$ cat config.mk
export PLATFORM = sky130hd
export DESIGN_NAME = hazard_fwd_unit
export DESIGN_NICKNAME = d
export VERILOG_FILES = /design/src/rtl/hazard_fwd_unit.sv
export SDC_FILE = /design/constraint.sdc
export NUM_CORES = 1
export LEC_CHECK = 0
export BUFFER_PORTS_ARGS = -buffer_cell sky130_fd_sc_hd__buf_2
export CAP_MARGIN = 25
export CORE_ASPECT_RATIO = 1.1
export CORE_MARGIN = 2
export CORE_UTILIZATION = 30
export CTS_BUF_LIST = sky130_fd_sc_hd__clkbuf_8
export DETAILED_ROUTE_END_ITERATION = 10
export SLEW_MARGIN = 20
export SYNTH_ARGS = -nofsm -noshare
export SYNTH_HDL_FRONTEND = slang
export SYNTH_SLANG_ARGS = --single-unit
$ cat constraint.sdc
create_clock -name clk -period 2 [get_ports clk]
set_input_delay 0.3 -clock clk [delete_from_list [all_inputs] [get_ports clk]]
set_output_delay 0.3 -clock clk [all_outputs]
set_load 0.05 [all_outputs]
$ cat src/rtl/hazard_fwd_unit.sv
// Hazard and forwarding controller for the 5-stage MIPS core: EX operand
// bypass selects, load-use interlock, multi-cycle divide occupancy, stall/flush.
module hazard_fwd_unit #(
  parameter int unsigned DIV_CYCLES = 32,
  parameter int unsigned CNT_W      = 6
) (
  input  logic       clk,
  input  logic       resetn,
  input  logic [4:0] id_rs,
  input  logic [4:0] id_rt,
  input  logic [4:0] ex_rs,
  input  logic [4:0] ex_rt,
  input  logic [4:0] ex_wa,
  input  logic       ex_reg_write,
  input  logic       ex_is_load,
  input  logic       ex_div_start,
  input  logic       ex_branch_taken,
  input  logic [4:0] mem_wa,
  input  logic       mem_reg_write,
  input  logic [4:0] wb_wa,
  input  logic       wb_reg_write,
  input  logic       flush_all,
  output logic [1:0] fwd_a_sel,
  output logic [1:0] fwd_b_sel,
  output logic       stall_if,
  output logic       stall_id,
  output logic       stall_ex,
  output logic       flush_id,
  output logic       flush_ex,
  output logic       flush_mem,
  output logic       div_busy,
  output logic       div_done
);

  if (DIV_CYCLES < 2 || DIV_CYCLES > 64) begin : g_bad_div_cycles
    $error("hazard_fwd_unit: DIV_CYCLES must lie in 2..64");
  end
  if ((64'd1 << CNT_W) <= 64'(DIV_CYCLES)) begin : g_bad_cnt_w
    $error("hazard_fwd_unit: CNT_W too narrow for DIV_CYCLES");
  end

  typedef enum logic [1:0] {
    FWD_RF  = 2'b00,
    FWD_WB  = 2'b01,
    FWD_MEM = 2'b10
  } fwd_sel_e;

  typedef enum logic [1:0] {
    DIV_IDLE,
    DIV_BUSY,
    DIV_DONE
  } div_state_e;

  localparam logic [CNT_W-1:0] CNT_LOAD = CNT_W'(DIV_CYCLES - 2);

  div_state_e       state_q;
  logic [CNT_W-1:0] cnt_q;
  logic             busy_q;
  logic             done_q;

  logic div_stall;
  logic load_use;

  // The youngest producer (MEM) wins over WB; $0 is hard-wired and never bypassed.
  function automatic fwd_sel_e fwd_select(
    input logic [4:0] src,
    input logic       mem_we,
    input logic [4:0] mem_dst,
    input logic       wb_we,
    input logic [4:0] wb_dst
  );
    if (mem_we && (mem_dst == src) && (mem_dst != 5'd0)) begin
      return FWD_MEM;
    end else if (wb_we && (wb_dst == src) && (wb_dst != 5'd0)) begin
      return FWD_WB;
    end else begin
      return FWD_RF;
    end
  endfunction

  assign fwd_a_sel = fwd_select(ex_rs, mem_reg_write, mem_wa, wb_reg_write, wb_wa);
  assign fwd_b_sel = fwd_select(ex_rt, mem_reg_write, mem_wa, wb_reg_write, wb_wa);

  assign load_use = ex_is_load && ex_reg_write && (ex_wa != 5'd0) &&
                    ((ex_wa == id_rs) || (ex_wa == id_rt));

  // The start cycle already stalls, so the FSM spends DIV_CYCLES-1 cycles in BUSY.
  assign div_stall = busy_q || ((state_q == DIV_IDLE) && ex_div_start && !flush_all);

  assign div_busy = busy_q;
  assign div_done = done_q;

  // NOTE: reset is synchronous, so it is only seen at a rising edge; flush_all
  // shares the same path and aborts a divide without ever raising div_done.
  always_ff @(posedge clk) begin
    if (!resetn || flush_all) begin
      // NOTE: state is updated with <= so every register samples pre-edge values.
      state_q <= DIV_IDLE;
      cnt_q   <= '0;
      busy_q  <= 1'b0;
      done_q  <= 1'b0;
    end else begin
      unique case (state_q)
        DIV_IDLE: begin
          if (ex_div_start) begin
            state_q <= DIV_BUSY;
            cnt_q   <= CNT_LOAD;
            busy_q  <= 1'b1;
          end
        end
        DIV_BUSY: begin
          if (cnt_q == '0) begin
            state_q <= DIV_DONE;
            busy_q  <= 1'b0;
            done_q  <= 1'b1;
          end else begin
            cnt_q <= cnt_q - 1'b1;
          end
        end
        DIV_DONE: begin
          state_q <= DIV_IDLE;
          done_q  <= 1'b0;
        end
        default: begin
          state_q <= DIV_IDLE;
          cnt_q   <= '0;
          busy_q  <= 1'b0;
          done_q  <= 1'b0;
        end
      endcase
    end
  end

  always_comb begin
    // NOTE: every output gets a default first so no path can infer a latch.
    stall_if  = 1'b0;
    stall_id  = 1'b0;
    stall_ex  = 1'b0;
    flush_id  = 1'b0;
    flush_ex  = 1'b0;
    flush_mem = 1'b0;
    if (flush_all) begin
      flush_id  = 1'b1;
      flush_ex  = 1'b1;
      flush_mem = 1'b1;
    end else if (div_stall) begin
      // EX is frozen, so only MEM receives bubbles while the divider runs.
      stall_if  = 1'b1;
      stall_id  = 1'b1;
      stall_ex  = 1'b1;
      flush_mem = 1'b1;
    end else if (ex_branch_taken) begin
      flush_id = 1'b1;
      flush_ex = 1'b1;
    end else if (load_use) begin
      stall_if = 1'b1;
      stall_id = 1'b1;
      flush_ex = 1'b1;
    end
  end

endmodule

==> metrics.md <==
| Metric | Value |
|---|---|
| Worst Hold End | div_busy |
| Placer Congestion | 0.872 |
| Worst min path class | in2reg |
| Post-Synth Simple-Gate Area | 27.1% |
| Root Driver | clkbuf_8 |
| CTS tree | yes |
| CTS Buf Count | 3 |
| Cell Chain, Critical Path | buf_2 > or4_1 > o21ai_1 > or4_4 > nor4_4 > buf_6 |
| Post-CTS Setup Bufs | 0 |
| Placed Instances | 215 |
| Synth area leaders | xor2_1 (22%), dfxtp_1 (21%), xnor2_1 (7.3%) |
| RR Endpoint | cnt_q[5] |
| Synth Area in XOR/XNOR | 29.3% |
| Number of DRC violations after detailed-routing iteration 0 | 29 |
| GR Overflow Total | 0 |
| Crit-path max FO | 3 |
| Syn-to-layout area delta | 57.3% |
| Finished Layout Cells | 218 |
| Pleak | 0.676 nW |
| Starting Density | 31.4% |
| Mean Syn Cell Area | 8.25 um2 |
| Worst reg2reg startpoint | cnt_q[0] |
| Final Util | 49.4% |
| Share of layout cells above drive strength 1 | 45.1% |
| Worst hold start | resetn |
| # diodes | 0 |
| Clock slew at reported path FFs | 0.05 ns |
| Routed Antenna Nets | 0 |
| DRC Markers | 0 |
| Cell taking the most area after synthesis | xor2_1 |
| Top post-synthesis cells by count | xor2_1 (24), dfxtp_1 (10), xnor2_1 (8) |
| Clk_skew | 0.00274 ns |
| CTS hold repair buffers | 0 |
| H-Tree Depth | 1 |
| Num ports | 56 |
| Post-synthesis sequential area ratio | 20.9% |
| Initial antenna violation count | 0 |
| Worst Reg-to-Reg Cells | 6 |
| Area share of the largest cell type after synthesis | 22.0% |
| Syn Nets | 162 |
| Power Density | 500 mW/mm2 |
| Number of global-route vias before repair | 1094 |
| Layout Nets | 232 |
| Worst Setup SP | wb_wa[1] |
| IO buf count | 55 |
| Largest net degree at the start of global routing | 14 |
| Die H | 63.2 um |
| Critical path buffers and inverters | 2 |
| Post-synth ARST share | 0% |
| Register-to-Register Setup Slack | 0.35 ns |
| Detailed Place HPWL | 2410 um |
| CP peak stage delay | 0.56 ns |
| Distinct cell type count after synthesis | 36 |
| Yosys Warn Count | 0 |
| Synth Area in Adders | 2.61% |
| Synth Instances | 116 |
| Post-route minimum period | 1.95 ns |
| Final instance area | 0.00151 mm2 |
| Max clock buf depth | 2 |
| Core Area | 0.00305 mm2 |
| Tot GR Track Use | 16.0% |
| Wire per inst | 12.9 um |
| Worst hold slack | 0.394 ns |
| Startpoint types | input port |
| Post-synthesis mux area share | 0% |
| Synthesized cell area | 957 um2 |
| Setup TNS | 0 ns |
| Final Cycle Share | 97.6% |
| Final number of setup-violating endpoints | 0 |
| Worst Hold Depth | 3 |
| Critical path class | in2out |
| FP Rows | 21 |
| Final WL | 2810 um |
| VDD IR max | 0.000404 V |
| Peak Freq | 512 MHz |
| Max Cap Violations | 0 |
| WP data arrival | 1.65 ns |
| Max-slew headroom | 75.4% |
| Slew Limit Fails | 0 |
| Placement Cell Area | 0.00144 mm2 |
| Number of synthesized flops with an enable pin | 0 |
| Vias | 1134 |
| CP Depth | 6 |
| Pre-antenna DRT Iters | 4 |
| Critical path's slowest cell | or4_4 |
| Critical Path RT | 1.70 ns |
| Worst-Margin Slew | 0.366 ns |
| Final Hold Fails | 0 |
| Die area | 0.00366 mm2 |
| CP delay by family, top | simple AND/OR/NAND/NOR gates |
| Ys flop type | dfxtp_1 |
| Post-synthesis register bit count | 10 |
| Compound-cell area share of the yosys netlist | 17.3% |
| Endpoint class of the critical path | output port |
| Skew-Pair Late Insertion Delay | 0.24 ns |
| Die W | 57.9 um |
| Via-per-instance ratio | 5.20 |
| RSZ-0062 raised after global routing | yes |
| First-pass GRT wire length | 4640 um |
| Largest family of logic cells by synthesized area | XOR/XNOR gates |
| Outcome | finished clean |
| Most instantiated library cell after synthesis | xor2_1 |
| Clk sink count | 10 |
[worst max-delay path by stage]
stage / endpoint / slack (ns)
final: fwd_b_sel[0] / 0.05
after global routing: fwd_b_sel[0] / -0.006
after CTS: fwd_b_sel[0] / 0.001
after detailed placement: fwd_b_sel[0] / -0.05
after global placement: fwd_a_sel[0] / -0.02
after floorplan: fwd_a_sel[0] / -0.04
[where the power goes]
part	switching [mW]	total [mW]	internal, mW
Combinational	0.181	0.322	0.141
Sequential	0.0107	0.221	0.211
Clock	0.0768	0.208	0.132
Total	0.268	0.752	0.484
[per-stage QoR]
step / power [mW] / setup WS, ns
2_1_floorplan: 0.419 / -0.0421
3_3_place_gp: 0.536 / -0.0170
3_5_place_dp: 0.544 / -0.0537
4_1_cts: 0.758 / 0.00101
5_1_grt: 0.799 / -0.00562
6_report: 0.752 / 0.0471
[state kept, by name (all words and copies together) (netlist names)]
register / count
cnt_q: 6
state_q: 2
div_busy: 1
div_done: 1
[tightest hold or removal path: stages]
cell,delay (ns)
buf_2,0.11
nand2b_1,0.11
nor3_1,0.06
[placed cells by master (no fill, tap or decap), types with 2 or more instances in the layout]
cell type  netlist  final
clkbuf_8         0      3
or3_1            2      2
buf_2            1     53
nand2_1          5      5
ha_1             2      2
xor2_1          24     24
nor2b_1          3      3
dfxtp_1         10     10
o31ai_1          3      3
buf_6            0      2
nand3_1          2      2
a21oi_1          6      6
xnor2_1          8      8
nor2_1           6      6
nor3_1           6      6
nor3b_1          4      4
nand2b_1         3      3
or4_1            5      2
buf_4            1     13
or4_4            0      3
inv_1            3      3
nor4_4           0      4
[logic make-up (layout without fill, tap and decap cells)]
kind of cell | count (synthesis) | after routing
flip-flops | 10 | 10
AND/OR/NAND/NOR | 43 | 43
buffers and inverters | 6 | 74
AO/OA/AOI/OAI | 23 | 23
XOR/XNOR | 32 | 32
adder cells (fa/ha/maj) | 2 | 2
[layout make-up]
type	instances	area, um2
well taps	34	42.5
multi-input cells	100	825
clock buffers	3	41.3
repair buffers	68	385
flip-flops and latches	10	200
inverters	3	11.3
fillers	320	1540
[routing by layer]
metal	vias up	routed length [um]	GRT usage [%]
li1	557	-	-
met1	523	1110	17.7
met2	49	1470	30.3
met3	5	194	1.85
met4	0	43	6.10
met5	-	0	0
[what timing repair did]
item | in CTS | in global routing
gates resized for setup | 2 | 4
setup endpoints to repair | 2 | 2
gates cloned | 0 | 0
Power figures use the tool's default switching activity.
